## src/rtl/ccff_loader_pkg.sv

```systemverilog
// Shared types and CRC-8 helper for the configuration chain loader.
package ccff_loader_pkg;

    typedef enum logic [1:0] {
        StIdle,
        StLoad,
        StVerify,
        StCheck
    } state_e;

    localparam logic [7:0] CRC8_POLY = 8'h07;

    // One serial step of CRC-8; the feedback term is the MSB xor the incoming bit.
    function automatic logic [7:0] crc8_step(input logic [7:0] crc, input logic din);
        logic fb;
        fb = crc[7] ^ din;
        return {crc[6:0], 1'b0} ^ (fb ? CRC8_POLY : 8'h00);
    endfunction

endpackage

```

## src/rtl/ccff_crc8_ser.sv

```systemverilog
// Bit-serial CRC-8 accumulator with synchronous clear and step enable.
module ccff_crc8_ser
    import ccff_loader_pkg::*;
(
    input  logic       clk_i,
    input  logic       rst_i,
    input  logic       clr_i,
    input  logic       en_i,
    input  logic       bit_in_i,
    output logic [7:0] crc_out_o
);

    logic [7:0] crc_q, crc_d;

    always_comb begin
        crc_d = crc_q;
        if (clr_i) begin
            crc_d = 8'h00;
        end else if (en_i) begin
            crc_d = crc8_step(crc_q, bit_in_i);
        end
    end

    always_ff @(posedge clk_i or posedge rst_i) begin
        if (rst_i) begin
            crc_q <= 8'h00;
        end else begin
            crc_q <= crc_d;
        end
    end

    assign crc_out_o = crc_q;

endmodule

```

## src/rtl/ccff_chain_loader.sv

```systemverilog
// Serialises a word stream into a config chain and optionally re-reads it by rotation,
// comparing load and readback CRC-8 values.
module ccff_chain_loader
    import ccff_loader_pkg::*;
#(
    parameter int unsigned CHAIN_LEN = 22,
    parameter int unsigned WORD_W    = 8
) (
    input  logic              prog_clk_i,
    input  logic              prog_reset_i,
    input  logic              start_i,
    input  logic              verify_en_i,
    input  logic              abort_i,
    input  logic [WORD_W-1:0] s_data_i,
    input  logic              s_valid_i,
    output logic              s_ready_o,
    output logic              ccff_head_o,
    output logic              ccff_shift_en_o,
    input  logic              ccff_tail_i,
    output logic              busy_o,
    output logic              done_o,
    output logic              cfg_error_o,
    output logic              cfg_valid_o
);

    localparam int unsigned NWORDS = (CHAIN_LEN + WORD_W - 1) / WORD_W;
    localparam int unsigned CNT_W  = $clog2(CHAIN_LEN + 1);
    localparam int unsigned IDX_W  = (WORD_W > 1) ? $clog2(WORD_W) : 1;
    localparam int unsigned WACC_W = $clog2(NWORDS + 1);

    localparam logic [CNT_W-1:0]  LAST_CNT = CNT_W'(CHAIN_LEN - 1);
    localparam logic [IDX_W-1:0]  LAST_IDX = IDX_W'(WORD_W - 1);
    localparam logic [WACC_W-1:0] NWORDS_C = WACC_W'(NWORDS);

    state_e            state_q, state_d;
    logic [CNT_W-1:0]  bit_cnt_q, bit_cnt_d;
    logic [WORD_W-1:0] wbuf_q, wbuf_d;
    logic              wbuf_v_q, wbuf_v_d;
    logic [IDX_W-1:0]  widx_q, widx_d;
    logic [WACC_W-1:0] words_acc_q, words_acc_d;
    logic              verify_q, verify_d;
    logic              done_q, done_d;
    logic              cfg_error_q, cfg_error_d;
    logic              cfg_valid_q, cfg_valid_d;

    logic       crc_clr, crc_ld_en, crc_vf_en;
    logic       last_bit, shift_en, head, s_ready;
    logic [7:0] crc_ld, crc_vf;

    // Last bit of the buffered word: word boundary, or the truncated tail of the final word.
    assign last_bit = wbuf_v_q && ((widx_q == LAST_IDX) || (bit_cnt_q == LAST_CNT));

    always_comb begin
        state_d     = state_q;
        bit_cnt_d   = bit_cnt_q;
        wbuf_d      = wbuf_q;
        wbuf_v_d    = wbuf_v_q;
        widx_d      = widx_q;
        words_acc_d = words_acc_q;
        verify_d    = verify_q;
        done_d      = 1'b0;
        cfg_error_d = cfg_error_q;
        cfg_valid_d = cfg_valid_q;
        crc_clr     = 1'b0;
        crc_ld_en   = 1'b0;
        crc_vf_en   = 1'b0;
        shift_en    = 1'b0;
        head        = 1'b0;
        s_ready     = 1'b0;

        unique case (state_q)
            StIdle: begin
                if (start_i) begin
                    state_d     = StLoad;
                    bit_cnt_d   = '0;
                    wbuf_v_d    = 1'b0;
                    widx_d      = '0;
                    words_acc_d = '0;
                    verify_d    = verify_en_i;
                    cfg_error_d = 1'b0;
                    cfg_valid_d = 1'b0;
                    crc_clr     = 1'b1;
                end
            end
            StLoad: begin
                if (abort_i) begin
                    state_d     = StIdle;
                    wbuf_v_d    = 1'b0;
                    done_d      = 1'b1;
                    cfg_error_d = 1'b1;
                    cfg_valid_d = 1'b0;
                end else begin
                    s_ready = (words_acc_q < NWORDS_C) && (!wbuf_v_q || last_bit);
                    if (wbuf_v_q) begin
                        shift_en  = 1'b1;
                        head      = wbuf_q[widx_q];
                        crc_ld_en = 1'b1;
                        bit_cnt_d = bit_cnt_q + 1'b1;
                        widx_d    = last_bit ? '0 : widx_q + 1'b1;
                        if (last_bit) begin
                            wbuf_v_d = 1'b0;
                        end
                    end
                    if (s_ready && s_valid_i) begin
                        wbuf_d      = s_data_i;
                        wbuf_v_d    = 1'b1;
                        widx_d      = '0;
                        words_acc_d = words_acc_q + 1'b1;
                    end
                    if (wbuf_v_q && (bit_cnt_q == LAST_CNT)) begin
                        // bit_cnt is reused to time the rotation.
                        bit_cnt_d = '0;
                        if (verify_q) begin
                            state_d = StVerify;
                        end else begin
                            state_d     = StIdle;
                            done_d      = 1'b1;
                            cfg_valid_d = 1'b1;
                        end
                    end
                end
            end
            StVerify: begin
                if (abort_i) begin
                    state_d     = StIdle;
                    done_d      = 1'b1;
                    cfg_error_d = 1'b1;
                    cfg_valid_d = 1'b0;
                end else begin
                    shift_en  = 1'b1;
                    head      = ccff_tail_i;
                    crc_vf_en = 1'b1;
                    bit_cnt_d = bit_cnt_q + 1'b1;
                    if (bit_cnt_q == LAST_CNT) begin
                        state_d = StCheck;
                    end
                end
            end
            StCheck: begin
                state_d = StIdle;
                done_d  = 1'b1;
                if (crc_vf != crc_ld) begin
                    cfg_error_d = 1'b1;
                end else begin
                    cfg_valid_d = 1'b1;
                end
            end
        endcase
    end

    always_ff @(posedge prog_clk_i or posedge prog_reset_i) begin
        if (prog_reset_i) begin
            state_q     <= StIdle;
            bit_cnt_q   <= '0;
            wbuf_q      <= '0;
            wbuf_v_q    <= 1'b0;
            widx_q      <= '0;
            words_acc_q <= '0;
            verify_q    <= 1'b0;
            done_q      <= 1'b0;
            cfg_error_q <= 1'b0;
            cfg_valid_q <= 1'b0;
        end else begin
            state_q     <= state_d;
            bit_cnt_q   <= bit_cnt_d;
            wbuf_q      <= wbuf_d;
            wbuf_v_q    <= wbuf_v_d;
            widx_q      <= widx_d;
            words_acc_q <= words_acc_d;
            verify_q    <= verify_d;
            done_q      <= done_d;
            cfg_error_q <= cfg_error_d;
            cfg_valid_q <= cfg_valid_d;
        end
    end

    ccff_crc8_ser u_crc_ld (
        .clk_i     (prog_clk_i),
        .rst_i     (prog_reset_i),
        .clr_i     (crc_clr),
        .en_i      (crc_ld_en),
        .bit_in_i  (head),
        .crc_out_o (crc_ld)
    );

    ccff_crc8_ser u_crc_vf (
        .clk_i     (prog_clk_i),
        .rst_i     (prog_reset_i),
        .clr_i     (crc_clr),
        .en_i      (crc_vf_en),
        .bit_in_i  (ccff_tail_i),
        .crc_out_o (crc_vf)
    );

    assign s_ready_o       = s_ready;
    assign ccff_head_o     = head;
    assign ccff_shift_en_o = shift_en;
    assign busy_o          = (state_q != StIdle);
    assign done_o          = done_q;
    assign cfg_error_o     = cfg_error_q;
    assign cfg_valid_o     = cfg_valid_q;

endmodule

```

## config.mk

```make
export PLATFORM = sky130hd
export DESIGN_NAME = ccff_chain_loader
export DESIGN_NICKNAME = d
export VERILOG_FILES = /design/src/rtl/ccff_loader_pkg.sv /design/src/rtl/ccff_crc8_ser.sv /design/src/rtl/ccff_chain_loader.sv
export SDC_FILE = /design/constraint.sdc
export NUM_CORES = 1
export LEC_CHECK = 0
export CAP_MARGIN = 25
export CORE_AREA = 2 2 79 81
export DETAILED_ROUTE_END_ITERATION = 10
export DIE_AREA = 0 0 81 83
export HOLD_SLACK_MARGIN = 0.02
export SYNTH_ARGS = -nofsm -noshare
export SYNTH_HDL_FRONTEND = slang
export SYNTH_HIERARCHICAL = 1
export SYNTH_SLANG_ARGS = --single-unit
```

## constraint.sdc

```tcl
create_clock -name prog_clk_i -period 2.3 [get_ports prog_clk_i]
set_input_delay 0.575 -clock prog_clk_i [delete_from_list [all_inputs] [get_ports prog_clk_i]]
set_output_delay 0.575 -clock prog_clk_i [all_outputs]
set_load 0.005 [all_outputs]
```

Word-level counts from Yosys, hierarchy flattened
Index checks and enable logic that the tools add are counted.
{"block": "classes", "bitwise_logic": 5, "magnitude_cmp": 2, "reduce_logical": 23, "eq_ne": 19, "n_addsub": 3, "muxes": 65}
{"operator": "$mux 8", "count": 4}
{"operator": "$mux 1", "count": 29}
{"operator": "$mux 5", "count": 5}
{"operator": "$mux 3", "count": 7}
{"operator": "$mux 2", "count": 9}
{"operator": "$xor 8x8->8", "count": 2}
{"operator": "$ne 3x3->1 const B", "count": 5}
{"operator": "$pmux 5 s3", "count": 1}
{"operator": "$ne 2x2->1 const B", "count": 7}
{"operator": "$reduce_and 5->1", "count": 2}
{"operator": "$reduce_and 3->1", "count": 3}
{"operator": "$ne 8x8->1", "count": 1}
{"operator": "$pmux 2 s4", "count": 1}
{"operator": "$reduce_and 4->1", "count": 2}
{"operator": "$reduce_bool 2->1", "count": 4}
{"operator": "$pmux 1 s2", "count": 3}
{"operator": "$pmux 1 s3", "count": 2}
{"operator": "$pmux 3 s2", "count": 1}
{"operator": "$add 5x1->5 const B", "count": 1}
{"operator": "$eq 5x5->1 const B", "count": 1}
{"operator": "$eq 2x2->1 const B", "count": 2}
{"operator": "$logic_and 1x1->1", "count": 4}
{"operator": "$lt 3x4->1 const B", "count": 1}
{"operator": "$pmux 1 s4", "count": 1}
{"operator": "other kinds (16)", "count": 19}
{"block": "word_totals", "inputBits": 15, "wordCells": 129, "ff_bits": 41, "out_inout_bits": 7}

Depth between registers and ports, before layout
Gate-level depths: netlist of run 1.
{"block": "logic_depth", "word_depth": 10, "ltp_mapped": 9, "depth_no_buf": 9}

Modules after synthesis
The synthesis of run 1 kept the hierarchy.
{"module": "ccff_chain_loader", "cells_per_inst": 151, "area_per_inst_um2": 1544.0, "n_inst": 1}
{"module": "ccff_crc8_ser", "cells_per_inst": 33, "area_per_inst_um2": 376.6, "n_inst": 2}

Worst setup path after synthesis of run 1
No wires, ideal clock.
{"block": "synth_path", "path_kind": "reg-to-reg", "startpoint": "register widx_q[0]", "endpoint": "register u_crc_ld.crc_q[2] (netlist: u_crc_ld/crc_out_o[2])", "arrival_time_ns": 1.968, "path_slack_ns": 0.228, "period_less_slack_ns": 2.072, "setup_time_ns": 0.104, "stages_incl_launch_ff": 8, "path_cell_list": "dfrtp_1 > mux4_2 > mux2_2 > nand3_1 > nand2_1 > xnor2_1 > or4_1 > o311ai_1"}
{"block": "synth_between", "elab_chain_cells": 10}
{"item": "start, declared", "line_no": "ccff_chain_loader.sv:39", "source": "logic [IDX_W-1:0] widx_q, widx_d;"}
{"item": "start signal, assigned", "line_no": "ccff_chain_loader.sv:168", "source": "widx_q <= widx_d;"}
{"item": "$bmux 1 s3", "line_no": "ccff_chain_loader.sv:96", "source": "head = wbuf_q[widx_q];"}
{"item": "$mux 1 (not written as such)", "line_no": "ccff_chain_loader.sv:96"}
{"item": "$mux 1", "line_no": "ccff_chain_loader.sv:94", "source": "if (wbuf_v_q) begin"}
{"item": "$mux 1", "line_no": "ccff_chain_loader.sv:86", "source": "if (abort_i) begin"}
{"item": "$pmux 1 s2", "line_no": "ccff_chain_loader.sv:71", "source": "unique case (state_q)"}
{"item": "via ccff_head_o", "line_no": "ccff_chain_loader.sv:17", "source": "output logic ccff_head_o,"}
{"item": "$xor 1x1->1", "line_no": "ccff_loader_pkg.sv:16", "source": "fb = crc[7] ^ din;"}
{"item": "$mux 3", "line_no": "ccff_loader_pkg.sv:17", "source": "return {crc[6:0], 1'b0} ^ (fb ? CRC8_POLY : 8'h00);"}
{"item": "$xor 8x8->8", "line_no": "ccff_loader_pkg.sv:17"}
{"item": "$mux 8", "line_no": "ccff_crc8_ser.sv:19", "source": "end else if (en_i) begin"}
{"item": "$mux 8", "line_no": "ccff_crc8_ser.sv:17", "source": "if (clr_i) begin"}
{"item": "end signal, assigned", "line_no": "ccff_crc8_ser.sv:28", "source": "crc_q <= crc_d;"}
{"item": "end, declared", "line_no": "ccff_crc8_ser.sv:13", "source": "logic [7:0] crc_q, crc_d;"}
The timed path passes the listed nets, and every way through them passes these cells. The select of a mux whose other input is x is not followed.
A chain may end at the register's enable or synchronous reset.

Worst setup path after layout of run 1
{"block": "layout_path", "startpoint": "register widx_q[0]", "endpoint": "output port ccff_head_o"}
{"block": "layout_between", "elab_chain_cells": 5}
{"item": "$bmux 1 s3", "line_no": "ccff_chain_loader.sv:96"}
{"item": "$mux 1 (not written as such)", "line_no": "ccff_chain_loader.sv:96"}
{"item": "$mux 1", "line_no": "ccff_chain_loader.sv:94"}
{"item": "$mux 1", "line_no": "ccff_chain_loader.sv:86"}
{"item": "$pmux 1 s2", "line_no": "ccff_chain_loader.sv:71"}
{"item": "end, declared", "line_no": "ccff_chain_loader.sv:17"}
Every way passes these cells. The select of a mux whose other input is x is not followed.

==> flow_metrics.tcl, run 1 <==
set metrics [dict create \
    ys_top_cells_by_count "dfrtp_1, inv_1, nor2_1" \
    reg2reg_depth 9 \
    finClkSkew_ns 0.005943 \
    grt_usage_pct 16.56 \
    powerDensity_mw_per_mm2 1015 \
    layout-drive-gt1-share_pct 28.16 \
    p_switching_mw 1.070 \
    die_height_um 83 \
    ant_nets 0 \
    core_sq_mm 0.005816 \
    die_x_um 81 \
    placed_area_sq_mm 0.002743 \
    hpwl_um 3594 \
    n_antenna_cell 0 \
    finalHoldViolCount 0 \
    r2r_start "widx_q[0]" \
    setup_slack_ns -0.04577 \
    synth.avg_cell_area_sq_um 10.59 \
    slew_viol_final 0 \
    drtPass1Iterations 4 \
    critPathLaunchType "register" \
    worstPathRequired_ns 1.73 \
    io_pins 22 \
    synthFlopType "dfrtp_1" \
    period_share_pct 102.0 \
    post-route-util_pct 51.53 \
    finalInstanceArea_sq_mm 0.002997 \
    stdcell_count 352 \
    drt-vias-per-instance 5.216 \
    status "finished, violations left" \
    async_flop_share_pct 100.0 \
    setup_tns_ns -0.04577 \
    hold_class "register to register" \
    nNetsFinal 300 \
    p_int_mw 1.971 \
    dp.cells 329 \
    cts_tree "done" \
    grt_overflow 0 \
    wl_per_cell_um 14.46 \
    violations "negative setup slack" \
    fin_crit_ns 2.346 \
    yosys-top-cells-area "dfrtp_1, mux2_2, ha_1, mux2i_1, xor2_1" \
    hold_depth 1 \
    p_total_mw 3.041 \
    reg2reg_to "u_crc_ld/crc_out_o[2]" \
    start_util_pct 39.50 \
    syn_to_final_growth_pct 30.45 \
    worstHoldEndpoint "wbuf_q[7]" \
    clk_latency_ns 0.29 \
    antenna_found_initial 0 \
    synth_enable_flop_cells 0 \
    power_frac_comb_pct 47.7 \
    synthesis.area_sq_mm 0.002297 \
    yosysMostFrequentCell "dfrtp_1" \
    clkSinkCount 41 \
    ir_drop_v 0.0005234 \
    drc_errors 0 \
    yosysUniqueCellTypes 44 \
    max_freq_mhz 426.3 \
    yosysWarnings 6 \
    hold_ws_ns 0.5093 \
    synth.top_cell.area_share_pct 44.66 \
    seq_area_frac_synth_pct 44.66 \
    dpl_worst_slack_ns -0.3691 \
    cts_buffers 5 \
    drt_iter0_markers 119 \
    cts_buffer_depth 2 \
    grt_first_pass_wirelength_um 8783 \
    critPathMaxFanout 2 \
    syn_nets 241 \
    hold_start "wbuf_q[7]" \
    path_class "register to output port" \
    p_clk_share_pct 17.4 \
    fill_cells 550 \
    end_kind "output port" \
    p_leak_nw 1.380 \
    max_slew.worst_pin.slew_ns 0.6719 \
    worstPathArrival_ns 1.77 \
    vias 1836 \
    root_buffer "clkbuf_8" \
    gp_congestion 0.8594 \
    max_cap_viol_count 0 \
    dieArea_sq_mm 0.006723 \
    regToRegSetupSlack_ns 0.06 \
    routed_wl_um 5091 \
    seqPwrFrac_pct 34.9 \
    slew_headroom_pct 54.79 \
    path_clk_slew_ns 0.08 \
    grt_pass1_vias 1828 \
    grt_max_degree 26 \
    syn_inst 217 \
    portBuffers 21 \
    swShare_pct 35.18 \
    rows 28 \
    synth_seq_cells 41 \
    rsz0062_at_grt "true" \
    yosysTopAreaCell "dfrtp_1" \
    setup_viol 1 \
    htreeDepth 2 \
]
==> state kept, by name, summed over array words and instances, names as in the netlist, 2 cells and up <==
register,flops
bit_cnt_q,5
state_q,2
u_crc_ld/crc_out_o,8
u_crc_vf/crc_out_o,8
wbuf_q,8
widx_q,3
words_acc_q,2
==> metal layers <==
layer / track usage [%] / wire length, um / vias to the layer above
li1: - / - / 891
met1: 23.54 / 2440 / 908
met2: 25.69 / 2419 / 30
met5: 0 / 0 / -
met3: 3.261 / 161 / 7
met4: 4.314 / 70 / 0
==> layout make-up <==
cell class	count	area [sq um]	share of cell area, %
inverter	20	75.07	2.505
clock buffer	7	96.34	3.215
multi-input combinational	150	1189	39.67
timing repair buffer	58	511.7	17.08
clock inverter	1	5.005	0.1670
sequential	41	1026	34.24
tap	75	93.84	3.132
==> placed cells by master, fill, tap and decap left out, types with 3 or more instances in the layout <==
cell type / netlist / routed
dfrtp_1: 41 / 41
buf_4: 0 / 34
inv_1: 17 / 17
clkdlybuf4s50_1: 0 / 17
nor2_1: 17 / 15
mux2_2: 13 / 12
xor2_1: 10 / 10
mux2i_1: 10 / 10
nand2_1: 9 / 8
a21oi_1: 8 / 8
o21ai_0: 7 / 7
clkbuf_8: 0 / 7
nand2b_1: 5 / 5
a211oi_1: 5 / 5
o22ai_1: 5 / 5
ha_1: 9 / 5
ha_2: 0 / 4
or4_1: 4 / 4
nor2b_1: 4 / 3
nand4b_1: 3 / 3
a22o_1: 3 / 3
inv_2: 3 / 3
or2b_1: 3 / 3
nor4_1: 3 / 3
nand3_1: 4 / 3
==> worst max-delay path: stages (launching register included) <==
cell     delay (ns)
dfrtp_1        0.35
buf_4          0.11
mux4_2         0.49
mux2_4         0.29
nand3_2        0.08
nand2_2        0.06
buf_6          0.11
==> what timing repair did <==
item / CTS / global route
endpoints found under the hold margin: 0 / 0
pin swaps: 4 / 2
gates resized for setup: 14 / 10
hold buffers: 0 / 0
buffers inserted: 12 / 3
setup endpoints to repair: 3 / 9
==> power by group through the flow <==
stage / Clock [mW] / Combinational (mW) / Sequential (mW)
after global placement: 0 / 1.27 / 1.07
after floorplan: 0 / 0.843 / 1.04
after CTS: 0.558 / 1.40 / 1.06
after detailed placement: 0 / 1.29 / 1.08
after global routing: 0.580 / 1.61 / 1.09
final: 0.528 / 1.45 / 1.06
==> worst max path at each step <==
stage	startpoint	endpoint	slack, ns	cells past startpoint
2_1_floorplan	widx_q[0]	u_crc_ld/crc_out_o[2]	0.23	7
3_3_place_gp	abort_i	ccff_head_o	-0.37	6
3_5_place_dp	abort_i	ccff_head_o	-0.37	6
4_1_cts	widx_q[0]	ccff_head_o	-0.08	6
5_1_grt	widx_q[1]	ccff_head_o	-0.14	6
6_report	widx_q[0]	ccff_head_o	-0.05	6
==> cell families (layout without fill, tap and decap cells) <==
kind of cell    after synthesis  count (layout)  synth area share [%]
compound gates               44              44                 13.07
xor+xnor                     12              12                 4.575
fa+ha+maj                     9               9                 4.902
buf+inv                      26              86                 5.392
flops                        41              41                 44.66
mux                          25              25                 12.69
simple gates                 60              60                 14.71
(Power assumes the default switching activity.)
==> run 2: changes to the inputs <==
--- a/config.mk
+++ b/config.mk
@@ -9,6 +9,7 @@
 export CORE_AREA = 2 2 79 81
 export DETAILED_ROUTE_END_ITERATION = 10
 export DIE_AREA = 0 0 81 83
+export GPL_ROUTABILITY_DRIVEN = 1
 export HOLD_SLACK_MARGIN = 0.02
 export SYNTH_ARGS = -nofsm -noshare
 export SYNTH_HDL_FRONTEND = slang
==> results of run 2 <==
The final DEF is identical to that of run 1; final timing and power are the same.
==> RTL change, RTL diff (settings of run 1) <==
Put one more register stage on the output `cfg_error_o`. The value now appears one clock later. The other outputs are not delayed to match.
--- a/src/rtl/ccff_chain_loader.sv
+++ b/src/rtl/ccff_chain_loader.sv
@@ -199,3 +199,5 @@
     assign done_o          = done_q;
-    assign cfg_error_o     = cfg_error_q;
+    always_ff @(posedge prog_clk_i) begin
+        cfg_error_o <= cfg_error_q;
+    end
     assign cfg_valid_o     = cfg_valid_q;
Formal check against the unedited RTL: not equivalent (a bounded check fails within 4 cycles, from zero or initial values and one cycle with prog_reset_i high).
==> RTL change against run 1 <==
The run still ends with setup timing left; power increased by 3.3%; non-clock buffer count increased by 7; design area is 2.1% higher; wire length up 1.9%; critical path depth is the same; sequential cell count is 1 higher; synthesized cell count is 0.46% lower; area after synthesis rose by 1.7%; worst setup slack lost 46 ps; critical path type unchanged; highest routed layer unchanged.
==> RTL change: results (changes against run 1) <==
min_path_cells: 0  # was 1
syn_area_per_cell_um2: 10.82  # was 10.59 µm²
setup_viol: 3  # was 1
inverters_excl_clock: 19  # was 20
place_ws_ps: -350.0  # was -369.1 ps
synth_compound_area_share_pct: 13.76  # was 13.07%
track_usage_pct: 17.50  # was 16.56%
hpwl_um: 3514  # was 3594 µm
synth_common_cells: "41 x dfrtp_1, 18 x nor2_1, 17 x inv_1"  # was 41 x dfrtp_1, 17 x inv_1, 17 x nor2_1
num-fill-cells: 533  # was 550
timing.rr.end: "wbuf_v_q"  # was u_crc_ld/crc_out_o[2]
vias_per_cell: 5.123  # was 5.216
met3_usage_pct: 3.696  # was 3.261%
clock_buffers: 5  # was 7
critPathArrivalTime_ps: 1820  # was 1770 ps
syn_to_final_growth_pct: 30.94  # was 30.45%
synth-seq-area-share_pct: 44.75  # was 44.66%
seqAreaFraction_pct: 34.18  # was 34.24%
wl_met1_um: 2447  # was 2440 µm
met3_length_um: 137  # was 161 µm
rrSetupSlack_ps: -60  # was 60 ps
fin_cells: 357  # was 352
synth_cell_types: 51  # was 44
drt_iter0_drc: 124  # was 119
multi_input_gates: 149  # was 150
violations: "setup timing"  # unchanged
use_met1_pct: 23.50  # was 23.54%
finClkSkew_ps: 3.918  # was 5.943 ps
synth.area.top_cells: "dfrtp_1 44%, ha_1 4.8%, mux2_2 4.3%, mux2i_1 4.3%, xor2_1 3.7%"  # was dfrtp_1 45%, mux2_2 6.4%, ha_1 4.9%, mux2i_1 4.4%, xor2_1 3.8%
vdd_drop_max_mv: 0.4677  # was 0.5234 mV
cts.sinks: 42  # was 41
synth_nets: 240  # was 241
drive_gt1_share_pct: 30.50  # was 28.16%
status: "finished with violations"  # unchanged
cts-resized-gates: 19  # was 14
buf_share_pct: 17.78  # was 17.08%
multiInputGateArea_um2: 1226  # was 1189 µm²
critPathMaxFanout: 2  # unchanged
cellLeakagePower_uw: 0.001457  # was 0.001380 µW
placed_cell_area_um2: 2785  # was 2743 µm²
clk_share_pct: 2.576  # was 3.382%
synth_async_sr_flop_share_pct: 97.62  # was 100.0%
gp_congestion: 0.8312  # was 0.8594
setup_slack_ps: -91.46  # was -45.77 ps
fin_hold_ws_ps: 372.6  # was 509.3 ps
grt_pass1_vias: 1887  # was 1828
num-nonclk-buffers: 65  # was 58
synth_fa_ha_area_share_pct: 4.818  # was 4.902%
hold_start: "cfg_error_q"  # was wbuf_q[7]
reg2reg_depth: 16  # was 9
synth-xor-area-share_pct: 4.497  # was 4.575%
synth_mux_area_share_pct: 11.83  # was 12.69%
## RTL change: cell types whose count changed in the layout (fill, tap and decap cells not counted), moves of 2 or more
cell           delta
nor2b_4           +2
mux2_4            +2
mux2_2            -4
inv_1             -2
ha_2              -2
a211o_1           +3
dlygate4sd2_1     +2
nor2_1            +2
buf_6             -2
a211oi_1          -2
nand2_1           -2
ha_1              +2
buf_4             +9
clkbuf_8          -2
## RTL change: power groups by stage
stage / registers [µW] / logic (µW) / clock network [µW]
final: 1090 / 1580 / 471
after global placement: 1090 / 1350 / 0
after global routing: 1110 / 1760 / 521
after CTS: 1090 / 1540 / 485
after floorplan: 1060 / 906 / 0
after detailed placement: 1100 / 1360 / 0
## RTL change: logic make-up after synthesis
family / after synthesis
AOI/OAI and AO/OA: 44
and+or+nand+nor: 61
xor gates and xnor gates: 12
buffers and inverters: 25
adders and majority gates: 9
muxes: 23
DFF: 42
